**src/rtl/rpu_act_pkg.sv**
```systemverilog
// Shared types and default sizing for the actuator spike scheduler.
// Holds the scheduler FSM encoding and the channel-index width helper.
package rpu_act_pkg;

    localparam int DEF_NCH   = 4;
    localparam int DEF_CNT_W = 4;
    localparam int DEF_GAP   = 2;

    typedef enum logic [1:0] {
        ST_IDLE = 2'd0,
        ST_FIRE = 2'd1,
        ST_GAP  = 2'd2
    } act_state_t;

    // A single-channel build still needs a 1-bit index
    function automatic int idx_w(input int n);
        return (n > 1) ? $clog2(n) : 1;
    endfunction

endpackage

```
**src/rtl/spike_rr_pick.sv**
```systemverilog
// Round-robin picker: first set bit of nz_mask at or after ptr, wrapping.
// Purely combinational, zero latency, no flow control of its own.
module spike_rr_pick
    import rpu_act_pkg::*;
#(
    parameter int NCH = DEF_NCH
) (
    input  logic [NCH-1:0]        nz_mask,
    input  logic [idx_w(NCH)-1:0] ptr,
    output logic [idx_w(NCH)-1:0] sel,
    output logic                  valid
);

    localparam int IDX_W = idx_w(NCH);

    logic [IDX_W-1:0] cand;

    always_comb begin
        sel   = '0;
        valid = 1'b0;
        cand  = '0;
        for (int k = 0; k < NCH; k++) begin
            cand = IDX_W'((int'(ptr) + k) % NCH);
            if (!valid && nz_mask[cand]) begin
                valid = 1'b1;
                sel   = cand;
            end
        end
    end

endmodule

```
**src/rtl/actuator_spike_scheduler.sv**
```systemverilog
// Counts per-channel spike requests and serialises them round-robin onto one actuator driver.
// Request to spike_out: 2 edges when idle; issue waits on enable & drv_ready, FIRE/GAP never stall.
module actuator_spike_scheduler
    import rpu_act_pkg::*;
#(
    parameter int NCH   = DEF_NCH,
    parameter int CNT_W = DEF_CNT_W,
    parameter int GAP   = DEF_GAP
) (
    input  logic                  clk,
    input  logic                  rst,
    input  logic [NCH-1:0]        spike_req,
    input  logic                  enable,
    input  logic                  drv_ready,
    input  logic                  ovf_clr,
    output logic                  spike_out,
    output logic [idx_w(NCH)-1:0] spike_ch,
    output logic                  pending_any,
    output logic [NCH-1:0]        ovf
);

    localparam int               IDX_W    = idx_w(NCH);
    localparam logic [CNT_W-1:0] CNT_MAX  = '1;
    localparam int               GAP_W    = (GAP > 1) ? $clog2(GAP) : 1;
    localparam logic [GAP_W-1:0] GAP_LOAD = GAP_W'((GAP > 0) ? GAP - 1 : 0);

    act_state_t       state;
    logic [CNT_W-1:0] cnt [NCH];
    logic [NCH-1:0]   nz;
    logic [NCH-1:0]   dec;
    logic [NCH-1:0]   ovf_set;
    logic [IDX_W-1:0] ptr;
    logic [IDX_W-1:0] sel;
    logic             sel_vld;
    logic             issue;
    logic [GAP_W-1:0] gap_cnt;

    always_comb begin
        nz = '0;
        for (int i = 0; i < NCH; i++) begin
            nz[i] = (cnt[i] != '0);
        end
    end

    assign pending_any = |nz;

    spike_rr_pick #(
        .NCH(NCH)
    ) u_pick (
        .nz_mask(nz),
        .ptr    (ptr),
        .sel    (sel),
        .valid  (sel_vld)
    );

    assign issue = (state == ST_IDLE) && enable && drv_ready && sel_vld;

    // A simultaneous request and grant on one channel cancel, so a full counter never overflows then
    always_comb begin
        dec     = '0;
        ovf_set = '0;
        if (issue) begin
            dec[sel] = 1'b1;
        end
        for (int i = 0; i < NCH; i++) begin
            ovf_set[i] = spike_req[i] && !dec[i] && (cnt[i] == CNT_MAX);
        end
    end

    always_ff @(posedge clk or posedge rst) begin
        if (rst) begin
            for (int i = 0; i < NCH; i++) begin
                cnt[i] <= '0;
            end
        end else begin
            for (int i = 0; i < NCH; i++) begin
                if (spike_req[i] && !dec[i] && (cnt[i] != CNT_MAX)) begin
                    cnt[i] <= cnt[i] + CNT_W'(1);
                end else if (dec[i] && !spike_req[i]) begin
                    cnt[i] <= cnt[i] - CNT_W'(1);
                end
            end
        end
    end

    // A fresh overflow outranks a clear arriving on the same edge
    always_ff @(posedge clk or posedge rst) begin
        if (rst) begin
            ovf <= '0;
        end else begin
            ovf <= (ovf & ~{NCH{ovf_clr}}) | ovf_set;
        end
    end

    always_ff @(posedge clk or posedge rst) begin
        if (rst) begin
            state     <= ST_IDLE;
            spike_out <= 1'b0;
            spike_ch  <= '0;
            ptr       <= '0;
            gap_cnt   <= '0;
        end else begin
            case (state)
                ST_IDLE: begin
                    if (issue) begin
                        state     <= ST_FIRE;
                        spike_out <= 1'b1;
                        spike_ch  <= sel;
                        ptr       <= (int'(sel) == NCH - 1) ? '0 : sel + IDX_W'(1);
                    end
                end
                ST_FIRE: begin
                    spike_out <= 1'b0;
                    if (GAP > 0) begin
                        state   <= ST_GAP;
                        gap_cnt <= GAP_LOAD;
                    end else begin
                        state <= ST_IDLE;
                    end
                end
                ST_GAP: begin
                    if (gap_cnt == '0) begin
                        state <= ST_IDLE;
                    end else begin
                        gap_cnt <= gap_cnt - GAP_W'(1);
                    end
                end
                default: begin
                    state     <= ST_IDLE;
                    spike_out <= 1'b0;
                end
            endcase
        end
    end

endmodule

```
**config.mk**
```make
export PLATFORM = sky130hd
export DESIGN_NAME = actuator_spike_scheduler
export DESIGN_NICKNAME = d
export VERILOG_FILES = /design/src/rtl/rpu_act_pkg.sv /design/src/rtl/spike_rr_pick.sv /design/src/rtl/actuator_spike_scheduler.sv
export SDC_FILE = /design/constraint.sdc
export NUM_CORES = 1
export LEC_CHECK = 0
export CAP_MARGIN = 10
export CORE_MARGIN = 4
export CORE_UTILIZATION = 50
export DETAILED_ROUTE_END_ITERATION = 16
export GPL_ROUTABILITY_DRIVEN = 0
export PLACE_DENSITY = 0.68
export SETUP_SLACK_MARGIN = 0.02
export SLEW_MARGIN = 0
export SYNTH_ARGS = -nofsm -noshare
export SYNTH_HDL_FRONTEND = slang
export SYNTH_SLANG_ARGS = --single-unit
```
**constraint.sdc**
```tcl
create_clock -name clk -period 6.7 [get_ports clk]
set_input_delay 1.34 -clock clk [delete_from_list [all_inputs] [get_ports clk]]
set_output_delay 1.34 -clock clk [all_outputs]
set_load 0.01 [all_outputs]
```
==> impl_results.md <==
* Status: finished, final reports clean
* Die ar. at approximately 0.0050 mm2
* RSZ-0062 raised after global routing: no
* # Post-CTS Setup Buffers at 0
* H-tree levels at 1
* Routed WL at ~4000 um
* PostCTS Resize Cnt at 0
* Post-Syn Area at 0.00198 mm2
* First-pass GRT wire length at 6790 um
* Worst-path clk slew at 0.10 ns
* Unique masters post-synth at between 40 and 50
* CP startpoint kind: register
* Mapped Cells at 180
* Post-synth top area cell: dfrtp_1
* P_int at 0.577 mW
* Via count at 1486
* Crit end category: register
* Share of layout cells above drive strength 1 at 12.2%
* CTS buffer count at 3
* Seq/Total Area, Yosys at 35.5%
* Overall routing resource usage at 17.0%
* Gr ovfl total at 0
* Critical path class: register to register
* Placed Area at 0.00218 mm2
* Total power at 1.02 mW
* Main synth FF type: dfrtp_1
* CTS Root Cell: clkbuf_8
* Worst EP arrival at 4.16 ns
* Layout Cell Area excl Fill at 0.00226 mm2
* Psw at 0.444 mW
* Final Non-Filler Cells at about 250
* Pin count of the biggest net entering global routing at 29
* Die extent in y at 70.9 um
* DR WL/cell at 16.2 um
* Fin Setup TNS at 0 ns
* Fin crit period at roughly 3.9 ns
* Async set-reset flop share out of synthesis at 100%
* DP Wirelength at approximately 3000 um
* Area Overhead vs Synth at 14.4%
* Switching share of total power at 43.5%
* TritonCTS Sinks at 28
* Logic gate share of total power at 51.6%
* HP Class: register to register
* Clock Power Share at around 11%
* Post-route ant nets at 0
* P_leak at 0.950 nW
* Hold-fix buffers, CTS at 0
* Nets at about 230
* Starting Density at between 50% and 60%
* Top Ports at 17
* Clk_skew at 0.00487 ns
* CORE AREA at 0.00374 mm2
* Antenna Cells at 0
* Sequential fraction of design power at 37.5%
* Power Density at 452 mW/mm2
* Initial DRC count at 58
* Slew margin rel. at 61.2%
* Top cells by area, synth: dfrtp_1, ha_1, nor4_4
* Max-Cap Viols at 0
* Initial antenna violation count at 0
* Final Slew Violations at 0
* Endpoints failing setup at 0
* CTS tree: done
* Pre-antenna DRT Iters at 4
* Syn_area_per_cell at 11.0 um2
* Vias in the first global route at roughly 1.4k
* Least-Margin Pin Slew at 0.578 ns
* Synth top area share at 35.5%
* Syn Nets at 208
* Clk_lat worst skew at around 0.29 ns
* Rows at 22
* DRC at 0
* Tcrit/Tclk final at about three fifths
* F_max at between 200 and 300 MHz
* Vias per inst at approximately 6.1
* Crit Path Max Fanout at 7
* Worst endpoint required time at 6.92 ns
* Number of port buffers at 16
* Placed cells at 240
* Maximum vdd drop at 0.000238 V
* Clock buffer depth at 2
* EDFF count, synth at 0
* Yosys warning count at 0
* Hold Vio Cnt, Final at 0
* Post-synth top cells: dfrtp_1, ha_1, inv_1
* Synthesized flop and latch total at 28
* Most common cell in the netlist: dfrtp_1
* Die Width at about 70 um
==> power groups by stage <==
stage / logic (mW) / clock network (mW) / registers [mW]
global route: 0.591 / 0.122 / 0.402
CTS: 0.532 / 0.113 / 0.384
detailed placement: 0.528 / 0 / 0.388
global placement: 0.495 / 0 / 0.379
floorplan: 0.394 / 0 / 0.367
finish: 0.527 / 0.111 / 0.383
==> kinds of logic (layout without fill, tap and decap cells) <==
| family | count (synthesis) | after routing | share of synthesized area, % |
|---|---|---|---|
| xor gates and xnor gates | 13 | 13 | 5.76 |
| DFF | 28 | 28 | 35.5 |
| buffers and inverters | 15 | 32 | 2.98 |
| and+or+nand+nor | 49 | 49 | 17.7 |
| adders and majority gates | 19 | 19 | 13.6 |
| muxes | 13 | 13 | 7.03 |
| AOI/OAI and AO/OA | 43 | 43 | 17.5 |
==> placed cells by master, fill, tap and decap left out, types with 5 or more instances in the layout <==
master           instances
a22oi_1                  5
ha_1                    15
xor2_1                   5
nand4_1                  9
dfrtp_1                 28
nand2_1                  7
mux2_2                   7
a21oi_1                  6
mux2i_1                  6
inv_1                   11
o21ai_0                  5
a2bb2oi_1                5
clkdlybuf4s50_1         16
nand3_1                  8
xnor2_1                  8
==> worst paths after layout <==
check                             from      to  slack [ns]  cells past startpoint
max in group asynchronous          rst  ptr[1]        5.03                      3
min in group asynchronous          rst  cnt[2]        1.27                      2
worst max-delay path            cnt[4]  cnt[3]        2.76                     13
worst min register to register  ovf[3]  ovf[3]        0.50                      1
worst min-delay path            ovf[3]  ovf[3]        0.50                      1
worst max register to register  cnt[4]  cnt[3]        2.76                     13
==> through the flow <==
stage | hold slack [ns] | setup WS [ns] | utilization [%]
after global placement | 0.472 | 2.91 | 58.2
after global routing | 0.512 | 2.54 | 60.4
after CTS | 0.500 | 2.77 | 59.7
after floorplan | 0.508 | 3.14 | -
after detailed placement | 0.477 | 2.80 | 58.2
final | 0.498 | 2.76 | 60.4
==> layer usage <==
layer / global-route usage [%] / wire, um / up-vias
met5: 0 / 0 / -
met4: 6.89 / 64 / 0
met3: 2.27 / 101 / 5
met2: 29.0 / 2020 / 19
met1: 21.5 / 1780 / 729
li1: - / - / 733
==> worst max-delay path, stage by stage (launching register included) <==
cell      delay (ns)
dfrtp_1         0.50
or4_2           0.71
a22oi_1         0.20
o211ai_1        0.19
nor2b_1         0.24
ha_1            0.18
nand4_1         0.15
a41o_2          0.34
nand3_1         0.18
ha_1            0.30
and3_1          0.20
o311a_1         0.33
a22oi_1         0.21
xnor2_1         0.14
==> sequential cells by signal (all words and copies together), names as in the netlist <==
register	flops
cnt	16
gap_cnt	1
ovf	4
ptr	2
spike_ch	2
spike_out	1
state	2
==> final cells by class <==
| type | count | area (um2) |
|---|---|---|
| clock buffers | 4 | 55.1 |
| fillers | 325 | 1480 |
| inverters | 11 | 41.3 |
| multi-input cells | 137 | 1220 |
| flip-flops and latches | 28 | 701 |
| well taps | 48 | 60.1 |
| repair buffers | 17 | 188 |
Note: power is estimated with default switching activity, not from simulation.
